===== src/rtl/gpio_in_debounce.sv =====
// Per-channel input conditioning: synchroniser, debounce counter, edge pulses and sticky press flags.
// Optional long-press detector is built when GPIO_DEBOUNCE_LONG_PRESS_EN is defined.
module gpio_in_debounce #(
  parameter int   WIDTH           = 8,
  parameter int   SYNC_STAGES     = 2,
  parameter int   DEBOUNCE_CYCLES = 65536,
  parameter logic RESET_LEVEL     = 1'b0,
  parameter int   LONG_CYCLES     = 2**24
) (
  input  logic             clk,
  input  logic             rst_n,
  input  logic [WIDTH-1:0] pin_i,
  output logic [WIDTH-1:0] level_o,
  output logic [WIDTH-1:0] rise_o,
  output logic [WIDTH-1:0] fall_o,
  output logic             event_o,
  output logic [WIDTH-1:0] latched_o,
  input  logic             clear_i,
  input  logic [WIDTH-1:0] clear_mask_i,
  output logic [WIDTH-1:0] long_o
);

  localparam int CNT_W = (DEBOUNCE_CYCLES > 2) ? $clog2(DEBOUNCE_CYCLES) : 1;
  localparam logic [CNT_W-1:0] CNT_MAX = CNT_W'(DEBOUNCE_CYCLES - 1);

  logic [WIDTH-1:0] sync_q [SYNC_STAGES];
  logic [WIDTH-1:0] s;
  logic [CNT_W-1:0] cnt    [WIDTH];
  logic [CNT_W-1:0] cnt_d  [WIDTH];
  logic [WIDTH-1:0] level_d;
  logic [WIDTH-1:0] rise_d;
  logic [WIDTH-1:0] fall_d;

  assign s = sync_q[SYNC_STAGES-1];

  always_ff @(posedge clk or negedge rst_n) begin
    if (!rst_n) begin
      for (int k = 0; k < SYNC_STAGES; k++) sync_q[k] <= {WIDTH{RESET_LEVEL}};
    end else begin
      sync_q[0] <= pin_i;
      for (int k = 1; k < SYNC_STAGES; k++) sync_q[k] <= sync_q[k-1];
    end
  end

  // Any cycle where the synchronised pin agrees with the accepted level restarts the count.
  always_comb begin
    level_d = level_o;
    rise_d  = '0;
    fall_d  = '0;
    for (int i = 0; i < WIDTH; i++) begin
      cnt_d[i] = '0;
      if (s[i] != level_o[i]) begin
        if (cnt[i] == CNT_MAX) begin
          level_d[i] = s[i];
          rise_d[i]  = s[i];
          fall_d[i]  = ~s[i];
        end else begin
          cnt_d[i] = cnt[i] + CNT_W'(1);
        end
      end
    end
  end

  always_ff @(posedge clk or negedge rst_n) begin
    if (!rst_n) begin
      level_o   <= {WIDTH{RESET_LEVEL}};
      rise_o    <= '0;
      fall_o    <= '0;
      latched_o <= '0;
      for (int i = 0; i < WIDTH; i++) cnt[i] <= '0;
    end else begin
      level_o   <= level_d;
      rise_o    <= rise_d;
      fall_o    <= fall_d;
      latched_o <= rise_o | (latched_o & ~({WIDTH{clear_i}} & clear_mask_i));
      for (int i = 0; i < WIDTH; i++) cnt[i] <= cnt_d[i];
    end
  end

  assign event_o = |(rise_o | fall_o);

`ifdef GPIO_DEBOUNCE_LONG_PRESS_EN
  localparam int HOLD_W = $clog2(LONG_CYCLES + 1);
  localparam logic [HOLD_W-1:0] HOLD_MAX = HOLD_W'(LONG_CYCLES);
  localparam logic [HOLD_W-1:0] HOLD_PRE = HOLD_W'(LONG_CYCLES - 2);

  logic [HOLD_W-1:0] hold [WIDTH];

  // Hold counter restarts on each accepted edge and saturates so the pulse cannot repeat.
  always_ff @(posedge clk or negedge rst_n) begin
    if (!rst_n) begin
      long_o <= '0;
      for (int i = 0; i < WIDTH; i++) hold[i] <= '0;
    end else begin
      for (int i = 0; i < WIDTH; i++) begin
        long_o[i] <= 1'b0;
        if (rise_d[i] || fall_d[i]) begin
          hold[i] <= '0;
        end else if (level_o[i] && (hold[i] != HOLD_MAX)) begin
          hold[i]   <= hold[i] + HOLD_W'(1);
          long_o[i] <= (hold[i] == HOLD_PRE);
        end
      end
    end
  end
`else
  logic unused_long_cycles;
  assign unused_long_cycles = ^LONG_CYCLES;
  assign long_o = '0;
`endif

endmodule


===== config.mk =====
export PLATFORM = sky130hd
export DESIGN_NAME = gpio_in_debounce
export DESIGN_NICKNAME = d
export VERILOG_FILES = /design/src/rtl/gpio_in_debounce.sv
export SDC_FILE = /design/constraint.sdc
export NUM_CORES = 1
export LEC_CHECK = 0
export ABC_AREA = 0
export BUFFER_PORTS_ARGS = -buffer_cell sky130_fd_sc_hd__buf_2
export CAP_MARGIN = 10
export CORE_ASPECT_RATIO = 1.2
export CORE_UTILIZATION = 64
export DETAILED_ROUTE_END_ITERATION = 10
export PLACE_DENSITY = 0.89
export RECOVER_POWER = 50
export SLEW_MARGIN = 20
export SYNTH_ARGS = -nofsm -noshare
export SYNTH_HDL_FRONTEND = slang
export SYNTH_SLANG_ARGS = --single-unit

===== constraint.sdc =====
create_clock -name clk -period 4.7 [get_ports clk]
set_clock_uncertainty 0.2 [all_clocks]
set_input_delay 0.94 -clock clk [delete_from_list [all_inputs] [get_ports clk]]
set_output_delay 0.94 -clock clk [all_outputs]
set_load 0.02 [all_outputs]

==> results.py <==
metrics = {
    "placement": {
        "hpwl_um": 10200,
        "dp_cells": 922,
        "routabilityCongestion": 0.795,
        "preCtsSetupSlack_ns": 2.30,
        "placed_cell_area_um2": 8150,
        "portBuffers": 51,
    },
    "detailed_routing": {
        "vias": 5418,
        "wl_met3_um": 843,
        "wl_met1_um": 6130,
        "routed_wl_um": 15000,
        "maxUsedRoutingLayer": "met4",
        "viasPerCell": 5.69,
        "drt_iter0_markers": 310,
        "wl_per_cell_um": 15.8,
        "drc": 0,
        "drtAntennaViolNets": 0,
        "dr.pass1.iters": 4,
        "wl_met2_um": 7630,
    },
    "yosys": {
        "synth_flop_cell": "dfrtp_1",
        "ys_async_sr_fraction_pct": 100,
        "yosysWarnings": 0,
        "syn_inst": 723,
        "ys_ff_latch": 176,
        "netlist_area_um2": 7770,
        "ys_types": 35,
        "synth-edff-count": 0,
        "yosysTopAreaCell": "dfrtp_1",
        "avgSynthCellArea_um2": 10.8,
        "synth.top_cell.area_share_pct": 56.7,
        "synth.area.top_cells": "dfrtp_1 57%, xnor2_1 10%, nor2_1 7.0%, xor2_1 2.9%, nand4_1 2.5%",
        "synthTopCellsByCount": "176 x dfrtp_1, 146 x nor2_1, 93 x xnor2_1, 38 x nand3_1, 35 x nand2_1",
        "ys_seq_area_share_pct": 56.7,
        "yosysMostFrequentCell": "dfrtp_1",
    },
    "clocking": {
        "ctsHoldBuffers": 0,
        "clk_pin_slew_ns": 0.06,
        "clk_latency_ns": 0.43,
        "clk_path_buf_depth": 2,
        "cts_root_buf": "clkbuf_16",
        "cts_max_level": 4,
        "cts_buffers": 17,
        "cts_sinks": 176,
        "cts-resized-gates": 0,
        "post_cts_buffers": 0,
        "cts_tree": "built",
    },
    "timing": {
        "finalHoldViolCount": 0,
        "finalCriticalPeriod_ns": 3.19,
        "slew_headroom_pct": -83.7,
        "finalCritPeriodShare_pct": 67.9,
        "setup_viol": 0,
        "fmax_mhz": 313,
        "fin_ws_ns": 1.51,
        "slew_violations": 116,
        "tns_ns": 0,
        "rsz0062_at_grt": "no",
        "whs_ns": 0.143,
        "worst_slew_pin_slew_ns": 2.76,
    },
    "worst_hold_path": {
        "hold_class": "flip-flop to flip-flop",
    },
    "power": {
        "power_density_nw_per_um2": 343,
        "p_comb_share_pct": 3.3,
        "power.leakage_nw": 3.93,
        "p_seq_share_pct": 52.4,
        "p_int_mw": 2.35,
        "power_mw": 2.98,
        "netSwitchingPower_mw": 0.636,
        "p_clk_share_pct": 44.3,
        "ir_worst_vdd_mv": 0.239,
        "p_sw_share_pct": 21.3,
    },
    "setup_path": {
        "crit_type": "input pin to asynchronous set/reset pin",
        "crit_fanout": 115,
        "setup.worst_path.end_class": "asynchronous set/reset pin",
        "cp.arrival_ns": 3.56,
        "cpMaxStageDelayCell": "clkbuf_2",
        "path_cells": "clkbuf_2 -> buf_4",
        "path_buf_inv": 2,
        "cp_slowest_stage_delay_ns": 1.86,
        "cpLargestDelayFamily": "buffers and inverters",
        "startpoint_type": "input pin",
        "cp.required_ns": 5.07,
    },
    "die": {
        "core_area_um2": 11700,
        "die_area_um2": 12600,
        "rows": 43,
        "fp.dieH_um": 123,
        "io_pins": 60,
        "die_w_um": 103,
        "start_util_pct": 66.6,
    },
    "cells_and_area": {
        "final_cell_area_um2": 8700,
        "diodes": 0,
        "nets": 811,
        "drive_above_1_share_pct": 12.6,
        "instances_no_fill": 953,
        "fin_util_pct": 74.5,
        "fillerInstances": 798,
        "syn_to_final_growth_pct": 12.0,
    },
    "status": {
        "violations": "capacitance limit, slew limit",
        "outcome": "complete, but fails checks",
    },
    "global_route": {
        "grt_pass1_wl_um": 24800,
        "antenna_found_initial": 0,
        "track_usage_pct": 26.1,
        "grt-ovfl-total": 0,
        "grt_max_degree": 116,
        "grt_pass1_vias": 5454,
    },
    "job": {
        "cap_violations": 1,
    },
}
kinds of logic after synthesis:
family | after synthesis | share of synthesized area, %
AOI/OAI and AO/OA | 13 | 1.37
xor gates and xnor gates | 119 | 13.4
adders and majority gates | 8 | 1.29
buffers and inverters | 41 | 2.66
DFF | 176 | 56.7
muxes | 8 | 1.21
other | 1 | 0.0482
and+or+nand+nor | 357 | 23.4
sequential cells by signal, indices dropped and copies added, names as in the netlist:
| signal | count |
|---|---|
| s | 8 |
| fall_o | 8 |
| sync_q | 8 |
| cnt | 128 |
| level_o | 8 |
| rise_o | 8 |
| latched_o | 8 |
path summary, 6_finish.rpt:
path | from | end | slack, ns | cells after the start
hold / removal | sync_q[10]$_DFF_PN0_ | s[2]$_DFF_PN0_ | 0.14 | 0
setup reg to reg | cnt[16]$_DFF_PN0_ | cnt[19]$_DFF_PN0_ | 2.27 | 5
min in group asynchronous | rst_n | cnt[75]$_DFF_PN0_ | 1.14 | 1
hold reg to reg | sync_q[10]$_DFF_PN0_ | s[2]$_DFF_PN0_ | 0.14 | 0
max in group clk | fall_o[0]$_DFF_PN0_ | event_o | 1.87 | 3
setup / recovery | rst_n | sync_q[10]$_DFF_PN0_ | 1.51 | 2
cell usage in the layout, fill, tap and decap left out, types with 3 or more instances in the layout:
master     instances
dfrtp_1          176
nor2_1           146
xnor2_1           93
buf_2             49
nand3_1           38
nand2_1           35
nand4_1           31
nor3_1            28
nor4_1            26
xor2_1            26
inv_1             23
clkbuf_16         17
nor3b_1           16
and4_1             8
a21o_1             8
ha_1               8
conb_1             8
mux2_2             7
and3_1             6
clkbuf_1           6
nand4_2            5
nand2b_1           5
or4_4              4
clkbuf_8           4
clkinv_2           3
power by group through the flow:
stage / Sequential [mW] / Combinational, mW / Clock [mW]
floorplan: 1.58 / 0.0593 / 0
global placement: 1.59 / 0.0947 / 0
detailed placement: 1.59 / 0.0991 / 0
CTS: 1.56 / 0.101 / 1.34
global route: 1.57 / 0.115 / 1.40
finish: 1.56 / 0.0981 / 1.32
final cells by class:
cell class                      count  area, um2  share of cell area, %
Sequential cell                   176       4400                   50.6
Timing Repair Buffer               53        269                   3.09
Tap cell                          157        196                   2.26
Multi-Input combinational cell    513       3190                   36.7
Clock inverter                      5       53.8                  0.618
Inverter                           23       86.3                  0.992
Clock buffer                       26        499                   5.74
per-layer routing:
metal,global-route usage [%],up-vias
met5,0,-
met4,12.2,0
met3,6.95,34
met2,43.8,130
met1,31.2,2691
li1,-,2563
Note: power is estimated with default switching activity, not from simulation.
